### src/rtl/ysyx_24070016_cpu_ctrl_pkg.sv
// Shared types and constants for the NPC multi-cycle sequencer.
//   state_e       : sequencer state encoding (HALT is a separate sticky flag)
//   RESET_PC_DEF  : default PC loaded at reset
//   NOP_INST      : IR contents after reset (addi x0,x0,0)
//   EBREAK_INST   : ebreak encoding, handy for IDU models and checkers
package ysyx_24070016_cpu_ctrl_pkg;

    localparam int unsigned XLEN      = 32;
    localparam int unsigned CNT_W_DEF = 64;

    localparam logic [XLEN-1:0] RESET_PC_DEF = 32'h8000_0000;
    localparam logic [XLEN-1:0] NOP_INST     = 32'h0000_0013;
    localparam logic [XLEN-1:0] EBREAK_INST  = 32'h0010_0073;

    typedef enum logic [1:0] {
        ST_FETCH  = 2'd0,
        ST_WAIT   = 2'd1,
        ST_DECODE = 2'd2,
        ST_EXEC   = 2'd3
    } state_e;

endpackage

### src/rtl/ysyx_24070016_cpu_ctrl_if.sv
// Instruction-memory valid/ready port between the sequencer and IFU memory.
//   imem_req_valid/ready : fetch request handshake
//   imem_addr            : fetch address
//   imem_rsp_valid/data  : fetch response (no backpressure)
// master = core side, slave = memory side.
interface ysyx_24070016_cpu_ctrl_if;
    import ysyx_24070016_cpu_ctrl_pkg::*;

    logic            imem_req_valid;
    logic            imem_req_ready;
    logic [XLEN-1:0] imem_addr;
    logic            imem_rsp_valid;
    logic [XLEN-1:0] imem_rsp_data;

    modport master (
        output imem_req_valid,
        output imem_addr,
        input  imem_req_ready,
        input  imem_rsp_valid,
        input  imem_rsp_data
    );

    modport slave (
        input  imem_req_valid,
        input  imem_addr,
        output imem_req_ready,
        output imem_rsp_valid,
        output imem_rsp_data
    );

endinterface

### src/rtl/ysyx_24070016_perf_cnt.sv
// Free-running performance counter, wraps modulo 2^CNT_W.
//   clk, rst_n : clock, async active-low reset (clears to 0)
//   en         : counter enabled
//   inc        : increment request this cycle (counts when en && inc)
//   cnt        : registered count
module ysyx_24070016_perf_cnt #(
    parameter int unsigned CNT_W = 64
) (
    input  logic             clk,
    input  logic             rst_n,
    input  logic             en,
    input  logic             inc,
    output logic [CNT_W-1:0] cnt
);

    logic [CNT_W-1:0] cnt_q;
    logic [CNT_W-1:0] cnt_d;

    // Next count
    always_comb begin
        cnt_d = cnt_q;
        if (en && inc) begin
            cnt_d = cnt_q + CNT_W'(1);
        end
    end

    always_ff @(posedge clk or negedge rst_n) begin
        if (!rst_n) begin
            cnt_q <= '0;
        end else begin
            cnt_q <= cnt_d;
        end
    end

    assign cnt = cnt_q;

endmodule

### src/rtl/ysyx_24070016_cpu_ctrl.sv
// Multi-cycle sequencer for the NPC core: FETCH -> WAIT -> DECODE -> EXEC.
// Holds PC and IR, gates the RF write to the single EXEC cycle, commits the
// EXU next PC, and halts permanently on ebreak (left only by reset).
//   clk, rst_n          : clock, async active-low reset
//   imem (master)       : instruction-memory request/response port
//   ir                  : latched instruction, feeds IDU
//   dec_rf_wen          : IDU rf_wen (combinational from ir)
//   dec_ebreak          : IDU ebreak (combinational from ir)
//   exu_next_pc         : next PC from EXU, committed in EXEC
//   pc                  : current PC, feeds EXU
//   rf_wen_q            : gated RF write enable (high only in EXEC)
//   halt                : sticky halt after ebreak
//   cycle_cnt           : cycles since reset, frozen while halted
//   instret_cnt         : retired instructions, ebreak included
module ysyx_24070016_cpu_ctrl
    import ysyx_24070016_cpu_ctrl_pkg::*;
#(
    parameter logic [XLEN-1:0] RESET_PC = RESET_PC_DEF,
    parameter int unsigned     CNT_W    = CNT_W_DEF
) (
    input  logic                     clk,
    input  logic                     rst_n,
    ysyx_24070016_cpu_ctrl_if.master imem,
    output logic [XLEN-1:0]          ir,
    input  logic                     dec_rf_wen,
    input  logic                     dec_ebreak,
    input  logic [XLEN-1:0]          exu_next_pc,
    output logic [XLEN-1:0]          pc,
    output logic                     rf_wen_q,
    output logic                     halt,
    output logic [CNT_W-1:0]         cycle_cnt,
    output logic [CNT_W-1:0]         instret_cnt
);

    state_e          state_q, state_d;
    logic [XLEN-1:0] pc_q, pc_d;
    logic [XLEN-1:0] ir_q, ir_d;
    logic            halt_q, halt_d;

    logic            req_valid_c;
    logic            rf_wen_c;
    logic            retire_c;

    // State register
    always_ff @(posedge clk or negedge rst_n) begin
        if (!rst_n) begin
            state_q <= ST_FETCH;
            pc_q    <= RESET_PC;
            ir_q    <= NOP_INST;
            halt_q  <= 1'b0;
        end else begin
            state_q <= state_d;
            pc_q    <= pc_d;
            ir_q    <= ir_d;
            halt_q  <= halt_d;
        end
    end

    // Next-state and handshake/control outputs; everything is frozen once halted
    always_comb begin
        state_d     = state_q;
        pc_d        = pc_q;
        ir_d        = ir_q;
        halt_d      = halt_q;
        req_valid_c = 1'b0;
        rf_wen_c    = 1'b0;
        retire_c    = 1'b0;

        if (!halt_q) begin
            unique case (state_q)
                ST_FETCH: begin
                    req_valid_c = 1'b1;
                    if (imem.imem_req_ready) begin
                        state_d = ST_WAIT;
                    end
                end
                // Responses are only accepted here, so a same-cycle response
                // to the request handshake or a stale one after reset is dropped
                ST_WAIT: begin
                    if (imem.imem_rsp_valid) begin
                        ir_d    = imem.imem_rsp_data;
                        state_d = ST_DECODE;
                    end
                end
                // ebreak retires here and parks the FSM in DECODE for good
                ST_DECODE: begin
                    if (dec_ebreak) begin
                        halt_d   = 1'b1;
                        retire_c = 1'b1;
                    end else begin
                        state_d = ST_EXEC;
                    end
                end
                ST_EXEC: begin
                    rf_wen_c = dec_rf_wen;
                    pc_d     = exu_next_pc;
                    retire_c = 1'b1;
                    state_d  = ST_FETCH;
                end
                default: begin
                    state_d = ST_FETCH;
                end
            endcase
        end
    end

    assign imem.imem_req_valid = req_valid_c;
    assign imem.imem_addr      = pc_q;
    assign rf_wen_q            = rf_wen_c;
    assign ir                  = ir_q;
    assign pc                  = pc_q;
    assign halt                = halt_q;

    // Cycle counter: runs until the halt flag is set
    ysyx_24070016_perf_cnt #(
        .CNT_W (CNT_W)
    ) u_cycle_cnt (
        .clk   (clk),
        .rst_n (rst_n),
        .en    (~halt_q),
        .inc   (1'b1),
        .cnt   (cycle_cnt)
    );

    // Retired-instruction counter: EXEC completion or ebreak in DECODE
    ysyx_24070016_perf_cnt #(
        .CNT_W (CNT_W)
    ) u_instret_cnt (
        .clk   (clk),
        .rst_n (rst_n),
        .en    (1'b1),
        .inc   (retire_c),
        .cnt   (instret_cnt)
    );

endmodule

### src/flat_wrapper.sv
// flat-port wrapper written by rule: the top's interface ports become plain ports
module ysyx_24070016_cpu_ctrl_flat import ysyx_24070016_cpu_ctrl_pkg::*;
#(
    parameter logic [XLEN-1:0] RESET_PC = RESET_PC_DEF,
    parameter int unsigned     CNT_W    = CNT_W_DEF
)
  (clk, rst_n, ir, dec_rf_wen, dec_ebreak, exu_next_pc, pc, rf_wen_q, halt, cycle_cnt, instret_cnt, imem_imem_req_valid, imem_imem_addr, imem_imem_req_ready, imem_imem_rsp_valid, imem_imem_rsp_data);
  ysyx_24070016_cpu_ctrl_if imem_i ();
  input  logic clk;
  input  logic rst_n;
  output logic [XLEN-1:0] ir;
  input  logic dec_rf_wen;
  input  logic dec_ebreak;
  input  logic [XLEN-1:0] exu_next_pc;
  output logic [XLEN-1:0] pc;
  output logic rf_wen_q;
  output logic halt;
  output logic [CNT_W-1:0] cycle_cnt;
  output logic [CNT_W-1:0] instret_cnt;
  output wire logic [$bits(imem_i.imem_req_valid)-1:0] imem_imem_req_valid;
  output wire logic [$bits(imem_i.imem_addr)-1:0] imem_imem_addr;
  input wire logic [$bits(imem_i.imem_req_ready)-1:0] imem_imem_req_ready;
  input wire logic [$bits(imem_i.imem_rsp_valid)-1:0] imem_imem_rsp_valid;
  input wire logic [$bits(imem_i.imem_rsp_data)-1:0] imem_imem_rsp_data;
  assign imem_imem_req_valid = imem_i.imem_req_valid;
  assign imem_imem_addr = imem_i.imem_addr;
  assign imem_i.imem_req_ready = imem_imem_req_ready;
  assign imem_i.imem_rsp_valid = imem_imem_rsp_valid;
  assign imem_i.imem_rsp_data = imem_imem_rsp_data;
  ysyx_24070016_cpu_ctrl #(.RESET_PC(RESET_PC), .CNT_W(CNT_W)) u_core (.clk(clk), .rst_n(rst_n), .imem(imem_i), .ir(ir), .dec_rf_wen(dec_rf_wen), .dec_ebreak(dec_ebreak), .exu_next_pc(exu_next_pc), .pc(pc), .rf_wen_q(rf_wen_q), .halt(halt), .cycle_cnt(cycle_cnt), .instret_cnt(instret_cnt));
endmodule
### config.mk
export PLATFORM = sky130hd
export DESIGN_NAME = ysyx_24070016_cpu_ctrl_flat
export DESIGN_NICKNAME = d
export VERILOG_FILES = /design/src/rtl/ysyx_24070016_cpu_ctrl_pkg.sv /design/src/rtl/ysyx_24070016_cpu_ctrl_if.sv /design/src/rtl/ysyx_24070016_perf_cnt.sv /design/src/rtl/ysyx_24070016_cpu_ctrl.sv /design/src/flat_wrapper.sv
export SDC_FILE = /design/constraint.sdc
export NUM_CORES = 1
export LEC_CHECK = 0
export CORE_ASPECT_RATIO = 0.9
export CORE_UTILIZATION = 46
export CTS_CLUSTER_SIZE = 20
export DETAILED_ROUTE_END_ITERATION = 12
export PLACE_DENSITY = 0.8
export SETUP_SLACK_MARGIN = 0.2
export SLEW_MARGIN = 20
export SYNTH_ARGS = -nofsm -noshare
export SYNTH_HDL_FRONTEND = slang
export SYNTH_HIERARCHICAL = 1
export SYNTH_SLANG_ARGS = --single-unit
### constraint.sdc
create_clock -name clk -period 3.6 [get_ports clk]
set_input_delay 0.72 -clock clk [delete_from_list [all_inputs] [get_ports clk]]
set_output_delay 0.72 -clock clk [all_outputs]
set_load 0.05 [all_outputs]
# After elaboration in Yosys (flattened, before gate mapping)
# Cells that the tools add are included.
[word_totals]
reg_bits = 195
inputBits = 70
output_inout_bits = 227
elab_cells = 32
[classes]
reduce_logical = 4
n_addsub = 2
n_mux = 13
bitwise_logic = 1
eq_ne = 6
[op_table]
columns = ["op", "n"]
rows = [
  ["adder 64 x 1 -> 64 bit (second input constant)", 2],
  ["two-way mux 1 bit", 8],
  ["one-hot mux 2 bit (4 select lines)", 1],
  ["two-way mux 2 bit", 3],
  ["!= test 2 bit (second input constant)", 3],
  ["== test 2 bit (second input constant)", 2],
  ["AND reduction 4 bit", 1],
  ["AND reduction 3 bit", 1],
  ["== test 2 x 1 -> 1 bit (second input constant)", 1],
  ["logical NOT 2 bit", 1],
  ["one-hot mux 1 bit (2 select lines)", 1],
  ["AND reduction 2 bit", 1],
  ["NOT 1 bit", 1],
]

# Longest topological paths before layout
# Gate-level depths: netlist of the first run.
[depth]
depth_word = 3
mapped_depth = 12

# Modules after synthesis
# Netlist of the first run, hierarchy kept.
[by_module_without_submodules]
columns = ["mod", "area_per_inst_um2", "n_inst", "cells_per_inst", "seq_area_each_um2"]
rows = [
  ["ysyx_24070016_perf_cnt", 3040.4, 2, 272, 1601.5],
  ["ysyx_24070016_cpu_ctrl", 2851.5, 1, 192, 1681.6],
]

# Worst setup path before layout of the first run
# OpenSTA, ideal clock, no wires.
[synth_path]
kind = "input to register"
startpoint = "input dec_ebreak"
endpoint = "register u_core.u_instret_cnt.cnt_q[52], in the netlist u_core/u_instret_cnt/cnt[52]"
cell_stages = 10
required_ns = 3.518
n_path_buf = 3
path_slack_ns = 0.835
t_arrival_ns = 2.683
cell_sequence = "a21oi_1 > nor2_1 > nand2_1 > or3_1 > buf_2 > or4_4 > buf_6 > buf_12 > nor4_4 > xor2_1"
[synth_via]
elab_chain_len = 3
[synth_rtl]
columns = ["item", "line", "rtl"]
rows = [
  ["start, declared", "flat_wrapper.sv:13", "input logic dec_ebreak;"],
  ["two-way mux 1 bit", "ysyx_24070016_cpu_ctrl.sv:87", "if (dec_ebreak) begin"],
  ["one-hot mux 1 bit (2 select lines)", "ysyx_24070016_cpu_ctrl.sv:70", "unique case (state_q)"],
  ["two-way mux 1 bit", "ysyx_24070016_cpu_ctrl.sv:69", "if (!halt_q) begin"],
  ["net u_core.retire_c", "ysyx_24070016_cpu_ctrl.sv:42", "logic retire_c;"],
  ["end signal, assigned", "ysyx_24070016_perf_cnt.sv:31", "cnt_q <= cnt_d;"],
  ["end, declared", "ysyx_24070016_perf_cnt.sv:16", "logic [CNT_W-1:0] cnt_q;"],
]
# The timed path passes the listed nets, and every way through them passes these cells.
# A chain may end at the register's enable or synchronous reset.

# Worst setup path after layout of the first run
[layout_path]
startpoint = "input dec_ebreak"
endpoint = "register u_core.u_instret_cnt.cnt_q[58], in the netlist u_core/u_instret_cnt/cnt[58]"
# The elaborated chain is that of the path after synthesis.

==> results_dict.tcl, run 1 <==
set metrics [dict create \
    grt_antenna_before_repair 0 \
    clk_latency_ns 0.43 \
    use_met3 0.0507 \
    p_int_uw 4850 \
    place_hpwl_um 17100 \
    synth_area_mm2 0.00893 \
    switching_share 0.435 \
    placed_cells 1246 \
    reg2reg_slack_ns 0.60 \
    worstPathArrival_ns 3.37 \
    max-cap-violations 0 \
    crit_required_ns 3.95 \
    cts_sinks 195 \
    num_vias 6583 \
    root_buffer "clkbuf_16" \
    synth_warnings 6 \
    comb_power_share 0.449 \
    path_clk_slew_ns 0.08 \
    status "finished, final reports clean" \
    post-route-min-period_ns 3.02 \
    fmax_mhz 331 \
    fin_nets 1097 \
    routed_wl_um 23000 \
    antennaDiodeCount 0 \
    p_leak_uw 0.00546 \
    cts_resized 0 \
    grt_pass1_wl_um 35600 \
    ioPinCount 297 \
    use_met2 0.379 \
    netlist.area_leader.share 0.535 \
    end_kind "flip-flop" \
    seqPwrFrac 0.341 \
    crit_fanout 14 \
    synthDistinctLibCells 39 \
    critPathLaunch "dec_ebreak" \
    cts_setup_buffers 0 \
    cts_buffers 17 \
    final.setup.tns_ns 0 \
    ir_drop_mv 0.372 \
    cts_tree "built" \
    cellPowerDensity_mw_per_mm2 685 \
    grt_busiest_layer "met2" \
    ctsHoldBuffers 0 \
    max_stage_delay_ns 0.71 \
    fin_area_mm2 0.0125 \
    skew_ns 0.0134 \
    hold_path_class "in -> async" \
    syn_area_per_cell_um2 12.1 \
    yosys.area.top_type "dfrtp_1" \
    routedWlPerCell_um 18.0 \
    gp_congestion 0.826 \
    drt_iter0_drc 284 \
    setup_viol 0 \
    hold_viol_final 0 \
    use_met1 0.306 \
    rows 47 \
    timing.rr.start "u_core/state_q[0]$_DFFE_PN0P_" \
    via_per_inst 5.15 \
    syn_inst 736 \
    period_share 0.840 \
    htree_levels 4 \
    rsz0062_at_grt "no" \
    fin_cells 1278 \
    die_y_um 134 \
    slew-limit-headroom 0.522 \
    antenna_left 0 \
    yosysSeqAreaShare 0.547 \
    startpoint_type "input port" \
    holdWs_ns 0.273 \
    path_cells "clkdlybuf4s50_1, a21oi_1, nor2_1, nand2_1, or3_1, or4_4, nor4b_2, xor2_1" \
    die_area_mm2 0.0200 \
    cp_slowest_cell "or4_4" \
    track_usage 0.232 \
    grt_max_degree 74 \
    overflow 0 \
    area_delta_synth_final_pct 40.1 \
    cts_buffer_depth 2 \
    start_util 0.478 \
    drc 0 \
    clkPwrFrac 0.210 \
    first_global_vias 6405 \
    ys_ff_latch 195 \
    coreArea_mm2 0.0187 \
    worstSetupPathType "in -> reg" \
    die_w_um 149 \
    worstMarginPinSlew_ns 0.711 \
    drt-pass1-iter-count 5 \
    drive_gt1_frac 0.142 \
    fin_util 0.669 \
    switching_power_uw 3720 \
    port_buffers 296 \
    synth_area_leaders "dfrtp_1 54%, mux2_2 8.1%, xnor2_1 6.5%" \
    placed_area_mm2 0.0120 \
    slew_viol_final 0 \
]
==> path summary, 6_finish.rpt <==
path                            depth (start not counted)                                  endpoint
worst min register to register                          1  u_core/u_instret_cnt/cnt[63]$_DFFE_PN0P_
max in group asynchronous                               2  u_core/u_instret_cnt/cnt[50]$_DFFE_PN0P_
worst min-delay path                                    1    u_core/u_cycle_cnt/cnt[22]$_DFFE_PN0P_
min in group clk                                        1  u_core/u_instret_cnt/cnt[63]$_DFFE_PN0P_
worst max-delay path                                    8  u_core/u_instret_cnt/cnt[58]$_DFFE_PN0P_
worst max register to register                          9  u_core/u_instret_cnt/cnt[58]$_DFFE_PN0P_
==> layout make-up <==
class / instances / area [um2]
Fill cell: 1420 / 6180
Sequential cell: 195 / 4880
Multi-Input combinational cell: 474 / 3610
Timing Repair Buffer: 307 / 3060
Clock buffer: 21 / 460
Tap cell: 245 / 307
Clock inverter: 11 / 93.8
Inverter: 25 / 93.8
==> cells in the final DEF, fill, tap and decap left out, types with 3 or more instances in the layout <==
cell	netlist	routed
xnor2_1	66	66
ha_1	7	7
and4_1	4	4
inv_6	0	3
nor4_1	20	20
nand3_1	38	38
nor3_1	34	34
xor2_1	60	60
buf_4	34	10
inv_1	25	25
nand2_1	50	50
nor4b_2	4	4
and2_1	3	3
nand4_1	36	36
dfrtp_1	191	191
nor2_1	34	34
clkdlybuf4s50_1	0	295
nor4_2	12	12
clkbuf_16	0	17
clkbuf_8	0	3
nor4_4	4	4
dfstp_2	4	4
clkinvlp_4	0	3
conb_1	1	6
or4_4	6	6
mux2_2	64	64
or3_1	6	6
==> per-layer routing <==
layer	up-vias	wire length [um]
li1	3098	-
met2	207	11300
met3	24	1180
met4	0	429
met5	-	0
met1	3254	10000
==> cell families after synthesis <==
logic type / after synthesis / synth area share
AO/OA/AOI/OAI: 3 / 0.00252
XOR/XNOR: 126 / 0.124
adder cells (fa/ha/maj): 7 / 0.00980
buffers and inverters: 72 / 0.0508
flip-flops: 195 / 0.547
multiplexers: 68 / 0.0860
other: 1 / 0.000420
AND/OR/NAND/NOR: 264 / 0.180
==> power groups by stage <==
stage	clock (uW)	combinational, uW	sequential (uW)
CTS	1840	3880	2930
global placement	0	3840	2940
finish	1800	3850	2920
detailed placement	0	3870	2970
global route	1940	3970	2980
floorplan	0	1320	4270
==> worst max-delay path, delay by kind of cell <==
family,cells,cell delay [ns]
and+or+nand+nor,5,1.92
AOI/OAI and AO/OA,1,0.07
buffers and inverters,1,0.48
xor gates and xnor gates,1,0.18
==> Yosys cell counts <==
library cell  number
dfrtp_1          191
xnor2_1           66
mux2_2            64
xor2_1            60
nand2_1           50
nand3_1           38
nand4_1           36
buf_4             34
nor2_1            34
nor3_1            34
inv_1             25
nor4_1            20
nor4_2            12
buf_2              7
ha_1               7
or3_1              6
or4_4              6
and4_1             4
dfstp_2            4
nor4_4             4
nor4b_2            4
and2_1             3
and3_1             2
buf_12             2
buf_6              2
clkbuf_1           2
mux2_1             2
nand2_2            2
nand4_2            2
nand4_4            2
nor2b_1            2
or2_2              2
a21o_1             1
a21oi_1            1
a221o_1            1
conb_1             1
mux2_4             1
mux2i_1            1
nand3_2            1
==> sequential cells by signal, indices dropped and copies added (netlist names) <==
name                      count
u_core/imem.imem_addr        32
u_core/halt                   1
u_core/u_cycle_cnt/cnt       64
u_core/u_instret_cnt/cnt     64
u_core/ir                    32
u_core/state_q                2
==> per-stage QoR <==
stage / setup slack, ns / power, uW
after floorplan: 0.835 / 5600
after CTS: 0.619 / 8650
final: 0.578 / 8570
after global routing: 0.468 / 8880
after global placement: 0.241 / 6790
after detailed placement: 0.171 / 6840
(Power assumes the default switching activity.)
==> run 2: changes to the inputs <==
--- a/config.mk
+++ b/config.mk
@@ -6,10 +6,10 @@
 export NUM_CORES = 1
 export LEC_CHECK = 0
 export CORE_ASPECT_RATIO = 0.9
-export CORE_UTILIZATION = 46
+export CORE_UTILIZATION = 42
 export CTS_CLUSTER_SIZE = 20
 export DETAILED_ROUTE_END_ITERATION = 12
-export PLACE_DENSITY = 0.8
+export PLACE_DENSITY = 0.77
 export SETUP_SLACK_MARGIN = 0.2
 export SLEW_MARGIN = 20
 export SYNTH_ARGS = -nofsm -noshare
==> constraint.sdc (replaced) <==
create_clock -name clk -period 2.7 [get_ports clk]
set_input_delay 0.54 -clock clk [delete_from_list [all_inputs] [get_ports clk]]
set_output_delay 0.54 -clock clk [all_outputs]
set_load 0.05 [all_outputs]
==> results_dict.tcl, run 2 (same netlist as run 1, synthesis figures left out) <==
set metrics [dict create \
    track_usage 0.210 \
    status "finished, final reports clean" \
    hold_viol_final 0 \
    ir_drop_mv 0.682 \
    cellPowerDensity_mw_per_mm2 893 \
    drt_iter0_drc 329 \
    path_cells "clkdlybuf4s50_1, a21oi_2, nor2_1, nand2_1, or3_4, or4_4, nor4b_4, xor2_1" \
    overflow 0 \
    clk_latency_ns 0.43 \
    slew-limit-headroom 0.600 \
    crit_required_ns 3.05 \
    worstPathArrival_ns 2.87 \
    cp_slowest_cell "or4_4" \
    period_share 0.930 \
    via_per_inst 5.06 \
    grt_antenna_before_repair 1 \
    fmax_mhz 398 \
    coreArea_mm2 0.0208 \
    holdWs_ns 0.0620 \
    final_cell_mix "293 x clkdlybuf4s50_1, 169 x dfrtp_1, 66 x xnor2_1, 64 x mux2_2, 60 x xor2_1" \
    num_vias 6781 \
    ioPinCount 297 \
    routed_wl_um 22900 \
    drc 0 \
    placed_cells 1304 \
    cts_sinks 195 \
    cts_buffer_depth 2 \
    cts_buffers 17 \
    max-cap-violations 0 \
    multiInputGateArea_mm2 0.00374 \
    slew_viol_final 0 \
    setup_viol 0 \
    drt-pass1-iter-count 6 \
    root_buffer "clkbuf_16" \
    skew_ns 0.0175 \
    max_stage_delay_ns 0.65 \
    antenna_left 0 \
    rows 50 \
    die_w_um 156 \
    area_delta_synth_final_pct 45.0 \
    worstSetupPathType "in -> reg" \
    place_hpwl_um 16700 \
    post-route-min-period_ns 2.51 \
    ctsHoldBuffers 0 \
    fin_cells 1341 \
    antennaDiodeCount 0 \
    startpoint_type "input port" \
    die_y_um 140 \
    mostFrequentLayoutCell "clkdlybuf4s50_1" \
    crit_fanout 7 \
    path_clk_slew_ns 0.08 \
    routedWlPerCell_um 17.1 \
    final.setup.tns_ns 0 \
    fin_area_mm2 0.0130 \
    grt_max_degree 56 \
    hold_path_class "in -> async" \
    register_area_mm2 0.00491 \
    nFillCells 1689 \
    start_util 0.429 \
    fin_nets 1119 \
    rsz0062_at_grt "yes" \
    worstMarginPinSlew_ns 0.598 \
    placed_area_mm2 0.0122 \
    power_uw 11600 \
    grt_pass1_wl_um 35900 \
    cts_tree "built" \
    port_buffers 296 \
    die_area_mm2 0.0219 \
    p_leak_uw 0.00562 \
    htree_levels 4 \
    drive_gt1_frac 0.195 \
    end_kind "flip-flop" \
    gp_congestion 0.808 \
    first_global_vias 6705 \
]
==> run 2: changes by cell type in the layout (fill, tap and decap cells not counted), sizes merged <==
cell / before / now
buf: 11 / 32
clkbuf: 22 / 18
clkdlybuf4s50: 295 / 293
clkinv: 3 / 6
clkinvlp: 3 / 2
dlygate4sd2: 0 / 1
inv: 30 / 32
or4: 6 / 8
==> run 2: final cells by class <==
type,instances,area share
inverters,25,0.00724
multi-input cells,476,0.289
well taps,286,0.0276
clock buffers,17,0.0328
clock inverters,15,0.0128
repair buffers,327,0.252
flip-flops and latches,195,0.379
==> run 2: final timing paths <==
path / startpoint / endpoint / depth (start not counted) / slack (ns)
max in group asynchronous: rst_n / u_core/u_cycle_cnt/cnt[21]$_DFFE_PN0P_ / 2 / 1.93
min in group clk: u_core/u_instret_cnt/cnt[63]$_DFFE_PN0P_ / u_core/u_instret_cnt/cnt[63]$_DFFE_PN0P_ / 1 / 0.46
min reg2reg: u_core/u_instret_cnt/cnt[63]$_DFFE_PN0P_ / u_core/u_instret_cnt/cnt[63]$_DFFE_PN0P_ / 1 / 0.46
max: dec_ebreak / u_core/u_instret_cnt/cnt[58]$_DFFE_PN0P_ / 8 / 0.19
min: rst_n / u_core/imem.imem_addr[9]$_DFFE_PN0P_ / 1 / 0.06
max reg2reg: u_core/state_q[0]$_DFFE_PN0P_ / u_core/u_instret_cnt/cnt[58]$_DFFE_PN0P_ / 9 / 0.20
==> run 2: routing by layer <==
| layer | up-vias | share of wire | GRT usage |
|---|---|---|---|
| met4 | 2 | 0.013 | 0.0557 |
| li1 | 3138 | - | - |
| met3 | 23 | 0.074 | 0.0662 |
| met1 | 3364 | 0.42 | 0.263 |
| met5 | - | 0.00057 | 0 |
| met2 | 254 | 0.49 | 0.351 |
==> run 2: worst max-delay path, delay by kind of cell <==
| family | cells | cell delay, ns |
|---|---|---|
| simple gates | 5 | 1.57 |
| buf+inv | 1 | 0.52 |
| compound gates | 1 | 0.07 |
| xor+xnor | 1 | 0.16 |
==> run 2: what timing repair did <==
action / 4_1_cts / 5_1_grt
setup buffers: 0 / 3
pin swaps: 2 / 12
resized for setup: 2 / 14
gates cloned: 0 / 2
setup endpoints to repair: 18 / 46
==> run 2: per-stage QoR <==
step | setup WS (ns) | utilization
final | 0.189 | 0.622
after global placement | -0.207 | 0.588
after global routing | 0.0961 | 0.622
after CTS | 0.100 | 0.616
after detailed placement | -0.233 | 0.588
after floorplan | 0.203 | -
==> run 2: report_power, final <==
part           leakage, uW  switching [uW]  internal (uW)  total [uW]
Combinational      0.00285            3360           1790        5160
Sequential         0.00248             426           3490        3910
Clock             0.000283            1260           1250        2500
